File: src/rtl/instr_fetcher_pkg.sv
// Shared types and helpers for the instruction fetch front-end.
// Holds the fetch FSM encoding and PC alignment.
package instr_fetcher_pkg;

    typedef enum logic [2:0] {
        FetchIdle    = 3'd0,
        FetchReq     = 3'd1,
        FetchHold    = 3'd2,
        FetchWaitPc  = 3'd3,
        FetchDiscard = 3'd4
    } fetch_state_e;

    // PCs are halfword aligned; bit 0 is forced low on every update.
    function automatic logic [31:0] align_pc(input logic [31:0] pc);
        return {pc[31:1], 1'b0};
    endfunction

endpackage

File: src/rtl/instr_fetcher.sv
// Fetch stage: one ICache request at a time, 16/32-bit classification,
// hold until issued, redirect on issue (predict_pc) or flush (rob_new_pc).
module instr_fetcher
    import instr_fetcher_pkg::*;
#(
    parameter logic [31:0] RESET_PC = 32'h0
) (
    input  logic        clk,
    input  logic        rst,
    input  logic        rdy,
    output logic        icache_req,
    output logic [31:0] icache_addr,
    input  logic        icache_ready,
    input  logic [31:0] icache_data,
    output logic        instr_ready,
    output logic [31:0] instr_out,
    output logic [31:0] instr_addr_out,
    output logic        is_compressed,
    input  logic        dec_issue_now,
    input  logic        dec_issued,
    input  logic [31:0] predict_pc,
    input  logic        rob_clear,
    input  logic [31:0] rob_new_pc
);

    function automatic logic is_rvc(input logic [1:0] op);
        return op != 2'b11;
    endfunction

    fetch_state_e state_q, state_d;
    logic [31:0]  pc_q, pc_d;
    logic         req_q, req_d;
    logic [31:0]  addr_q, addr_d;
    logic         ready_q, ready_d;
    logic [31:0]  instr_q, instr_d;
    logic [31:0]  iaddr_q, iaddr_d;
    logic         comp_q, comp_d;

    always_comb begin
        state_d = state_q;
        pc_d    = pc_q;
        req_d   = req_q;
        addr_d  = addr_q;
        ready_d = ready_q;
        instr_d = instr_q;
        iaddr_d = iaddr_q;
        comp_d  = comp_q;

        if (rob_clear) begin
            ready_d = 1'b0;
            pc_d    = align_pc(rob_new_pc);
            // An in-flight request must still complete; its data is dropped in FetchDiscard.
            if ((state_q == FetchReq || state_q == FetchDiscard) && !icache_ready) begin
                state_d = FetchDiscard;
            end else begin
                state_d = FetchReq;
                req_d   = 1'b1;
                addr_d  = pc_d;
            end
        end else begin
            case (state_q)
                FetchIdle: begin
                    state_d = FetchReq;
                    req_d   = 1'b1;
                    addr_d  = pc_q;
                end
                FetchReq: begin
                    if (icache_ready) begin
                        comp_d  = is_rvc(icache_data[1:0]);
                        instr_d = comp_d ? {16'b0, icache_data[15:0]} : icache_data;
                        iaddr_d = pc_q;
                        ready_d = 1'b1;
                        req_d   = 1'b0;
                        state_d = FetchHold;
                    end
                end
                FetchHold: begin
                    if (dec_issue_now) begin
                        ready_d = 1'b0;
                        state_d = FetchWaitPc;
                    end
                end
                FetchWaitPc: begin
                    if (dec_issued) begin
                        pc_d    = align_pc(predict_pc);
                        req_d   = 1'b1;
                        addr_d  = pc_d;
                        state_d = FetchReq;
                    end
                end
                FetchDiscard: begin
                    if (icache_ready) begin
                        req_d   = 1'b1;
                        addr_d  = pc_q;
                        state_d = FetchReq;
                    end
                end
                default: state_d = FetchIdle;
            endcase
        end
    end

    always_ff @(posedge clk or negedge rst) begin
        if (!rst) begin
            state_q <= FetchIdle;
            pc_q    <= align_pc(RESET_PC);
            req_q   <= 1'b0;
            addr_q  <= 32'h0;
            ready_q <= 1'b0;
            instr_q <= 32'h0;
            iaddr_q <= 32'h0;
            comp_q  <= 1'b0;
        end else if (rdy) begin
            state_q <= state_d;
            pc_q    <= pc_d;
            req_q   <= req_d;
            addr_q  <= addr_d;
            ready_q <= ready_d;
            instr_q <= instr_d;
            iaddr_q <= iaddr_d;
            comp_q  <= comp_d;
        end
    end

    assign icache_req     = req_q;
    assign icache_addr    = addr_q;
    assign instr_ready    = ready_q;
    assign instr_out      = instr_q;
    assign instr_addr_out = iaddr_q;
    assign is_compressed  = comp_q;

endmodule

File: config.mk
export PLATFORM = sky130hd
export DESIGN_NAME = instr_fetcher
export DESIGN_NICKNAME = d
export VERILOG_FILES = /design/src/rtl/instr_fetcher_pkg.sv /design/src/rtl/instr_fetcher.sv
export SDC_FILE = /design/constraint.sdc
export NUM_CORES = 1
export LEC_CHECK = 0
export CAP_MARGIN = 10
export CORE_UTILIZATION = 41
export DETAILED_ROUTE_END_ITERATION = 16
export GPL_ROUTABILITY_DRIVEN = 0
export GPL_TIMING_DRIVEN = 0
export HOLD_SLACK_MARGIN = 0.12
export PLACE_DENSITY = 0.86
export SYNTH_ARGS = -nofsm -noshare
export SYNTH_HDL_FRONTEND = slang
export SYNTH_SLANG_ARGS = --single-unit
File: constraint.sdc
create_clock -name clk -period 1.9 [get_ports clk]
set_input_delay 0.38 -clock clk [delete_from_list [all_inputs] [get_ports clk]]
set_output_delay 0.38 -clock clk [all_outputs]
set_load 0.05 [all_outputs]
==> flow_metrics.env <==
export IMPL_portBuffers=196
export IMPL_synth_area_leaders="dfrtp_1 55%, nand2_1 15%, mux2_1 5.5%"
export IMPL_switchingPower_mw=6.48
export IMPL_synth_edf_count=0
export IMPL_antenna_cells=0
export IMPL_drv_slew=0
export IMPL_holdWs_ns=0.458
export IMPL_die_area_um2=15000
export IMPL_power_total_mw=14.3
export IMPL_final_cells=1045
export IMPL_avgSynthCellArea_um2=9.55
export IMPL_overflow=0
export IMPL_ys_dominant_reg_cell="dfrtp_1"
export IMPL_grt_pass1_vias=5435
export IMPL_htree_num_levels=4
export IMPL_hold_violations=0
export IMPL_synth_mux_area_share_pct=11.2
export IMPL_critPathMaxFanout=10
export IMPL_fmax_mhz=511
export IMPL_pwr_share_seq_pct=30.7
export IMPL_worstHoldEndpoint="instr_out[29]$_DFFE_PN0P_"
export IMPL_synth_adder_area_share_pct=0
export IMPL_min_path_type="reg2reg"
export IMPL_period_share_pct=103
export IMPL_status="finished with violations"
export IMPL_multiInputGateArea_um2=2510
export IMPL_crit_path_frequent_cell="buf_6"
export IMPL_dp_hpwl_um=12600
export IMPL_grt_use_total_pct=24.3
export IMPL_slowest_stage="dfrtp_1"
export IMPL_grt_pass1_wl_um=27500
export IMPL_final_setup_worst_slack_ns=-0.0554
export IMPL_skew_ns=0.00651
export IMPL_die_y_um=123
export IMPL_internal_power_mw=7.83
export IMPL_async_reset_ff_share_pct=100
export IMPL_tritoncts="yes"
export IMPL_wirelength_um=17800
export IMPL_drt_pass1_iter_count=4
export IMPL_clkTransAtPathRegs_ns=0.05
export IMPL_via_count=5368
export IMPL_drtAntennaViolNets=0
export IMPL_drive_gt1_share_pct=10.1
export IMPL_slew_headroom_pct=61.7
export IMPL_ys_ff_latch=131
export IMPL_yosysTopAreaCell="dfrtp_1"
export IMPL_crit_chain="buf_6 > or3b_1 > a21oi_2 > nor4b_4 > buf_4 > buf_6 > mux2_1"
export IMPL_dieWidth_um=123
export IMPL_dp_cells=1003
export IMPL_crit_required_ns=2.18
export IMPL_swShare_pct=45.3
export IMPL_slowest_delay_ns=0.41
export IMPL_coreArea_um2=14000
export IMPL_via_per_inst=5.14
export IMPL_pin_count=202
export IMPL_synth_top_area_share_pct=54.9
export IMPL_p_leak_nw=4.44
export IMPL_drc=0
export IMPL_cap_violations=0
export IMPL_antenna_found_initial=0
export IMPL_violations="setup timing"
export IMPL_yosysMostFrequentCell="nand2_1"
export IMPL_insertion_delay_ns=0.41
export IMPL_arrival_ns=2.24
export IMPL_yosys_area_share_simple_pct=19.0
export IMPL_fin_nets=955
export IMPL_synth_distinct_cells=42
export IMPL_synth_xor_xnor_area_share_pct=0
export IMPL_cts_root_buffer="clkbuf_16"
export IMPL_min_delay_start="instr_out[29]$_DFFE_PN0P_"
export IMPL_power_frac_comb_pct=45.9
export IMPL_fillers=1163
export IMPL_holdPathStages=2
export IMPL_place_area_um2=8190
export IMPL_rows=43
export IMPL_ys_warnings_count=0
export IMPL_reg2reg_to="icache_addr[6]$_DFFE_PN0P_"
export IMPL_r2r_slack_ns=-0.06
export IMPL_wl_per_cell_um=17.0
export IMPL_tightest_slew_ns=0.574
export IMPL_fin_area_um2=8900
export IMPL_netlist_instances=625
export IMPL_start_util_pct=42.5
export IMPL_grt_max_degree=77
export IMPL_ir_drop_v=0.000932
export IMPL_worstSetupEndpointType="flip-flop"
export IMPL_r2r_start="state_q[1]$_DFFE_PN0P_"
export IMPL_rsz0062_at_grt="yes"
export IMPL_clockPowerShare_pct=23.4
export IMPL_startpoint_type="flip-flop"
export IMPL_powerDensity_nw_per_um2=1610
export IMPL_synth_common_cells="238 x nand2_1, 131 x dfrtp_1, 63 x o21ai_0"
export IMPL_cts_sinks=131
export IMPL_numCtsBuffers=17
export IMPL_setup_viol=29
export IMPL_ys_seq_area_share_pct=54.9
export IMPL_reg2reg_depth=7
export IMPL_seqCellArea_um2=3280
export IMPL_critical_path_class="reg2reg"
export IMPL_initialDrtViolationCount=293
export IMPL_synth_top_family_by_area="simple AND/OR/NAND/NOR gates"
export IMPL_syn_area_um2=5970
export IMPL_syn_to_final_growth_pct=49.2
export IMPL_clk_path_buf_depth=2
export IMPL_finalCriticalPeriod_ns=1.96
export IMPL_synth_compound_area_share_pct=11.0
[power groups by stage]
stage                     Clock (mW)  Sequential, mW  Combinational (mW)
after floorplan                    0            7.57                1.34
after global placement             0            4.42                7.01
after detailed placement           0            4.45                7.10
after CTS                       3.40            4.39                6.56
after global routing            3.50            4.52                6.96
final                           3.35            4.39                6.57
[cell families (layout without fill, tap and decap cells)]
family | Yosys count | in the layout
AOI/OAI and AO/OA | 109 | 109
muxes | 63 | 63
buffers and inverters | 48 | 287
DFF | 131 | 131
other | 1 | 2
and+or+nand+nor | 273 | 273
[placed cells by master, fill, tap and decap left out, types with 2 or more instances in the layout]
cell type / netlist / routed
mux2_2: 2 / 2
nor2_1: 2 / 2
nand2_1: 238 / 237
or3b_1: 2 / 2
buf_8: 0 / 2
clkbuf_16: 0 / 18
buf_2: 11 / 5
buf_4: 3 / 10
clkbuf_4: 0 / 3
o21ai_0: 63 / 62
nand3_1: 16 / 16
clkinv_2: 0 / 5
clkbuf_8: 0 / 3
clkbuf_1: 27 / 13
nor4b_4: 1 / 2
mux2i_1: 32 / 32
nand2b_1: 3 / 3
buf_6: 3 / 12
o21a_1: 2 / 2
a21boi_0: 31 / 31
mux2_1: 29 / 29
clkdlybuf4s50_1: 0 / 96
clkinvlp_4: 0 / 2
bufinv_16: 0 / 3
dfrtp_1: 131 / 131
clkbuf_2: 0 / 10
conb_1: 1 / 2
dlygate4sd2_1: 0 / 98
inv_1: 4 / 4
a21oi_1: 2 / 2
[sequential cells by signal, indices dropped and copies added, names as in the netlist]
signal and flops:
icache_addr 31, icache_req 1, instr_addr_out 31, instr_out 32, instr_ready 1, is_compressed 1
pc_q 31, state_q 3
[stage by stage]
stage | setup slack (ns) | setup TNS, ns | utilization, %
5_1_grt | -0.0994 | -3.03 | 63.4
3_3_place_gp | -4.75 | -691.22 | 58.1
3_5_place_dp | -0.788 | -70.55 | 58.3
2_1_floorplan | 0.0860 | 0 | -
6_report | -0.0554 | -0.868 | 63.4
4_1_cts | 0.00245 | 0 | 62.6
[timing repair]
action	4_1_cts	5_1_grt
gates cloned	0	1
hold buffers	1	0
pin swaps	3	4
gates resized for setup	120	34
setup endpoints to repair	222	122
buffers inserted	6	5
endpoints found under the hold margin	55	0
[worst max-delay path by stage]
stage	from	endpoint	slack, ns	depth (start not counted)
6_report	state_q[1]$_DFFE_PN0P_	icache_addr[6]$_DFFE_PN0P_	-0.06	7
5_1_grt	state_q[1]$_DFFE_PN0P_	icache_addr[19]$_DFFE_PN0P_	-0.1	7
4_1_cts	dec_issued	icache_addr[6]$_DFFE_PN0P_	0.002	7
3_5_place_dp	rdy	instr_addr_out[26]$_DFFE_PN0P_	-0.79	6
3_3_place_gp	rst	icache_addr[22]$_DFFE_PN0P_	-4.75	1
2_1_floorplan	state_q[2]$_DFFE_PN0P_	icache_addr[23]$_DFFE_PN0P_	0.09	7
[critical path, delay by kind of cell (launching register included)]
family	cells	cell delay (ns)
compound gates	1	0.21
buf+inv	3	0.46
flops	1	0.41
mux	1	0.33
simple gates	2	0.42
[layer usage]
metal	vias to the layer above	global-route usage, %	wire (µm)
met1	2606	29.2	7490
li1	2537	-	-
met4	0	9.38	212
met2	204	41.0	8730
met3	21	7.06	1340
met5	-	0	0
[final cells by class]
class                      count  area share (%)
inverter                       4           0.169
buffer                        42            3.20
clock buffer                  22            5.33
clock inverter                10            1.46
multi-input combinational    447            28.2
tap                          180            2.53
timing repair buffer         209            22.3
sequential                   131            36.8
No activity file was read; power rests on OpenSTA's default activity.
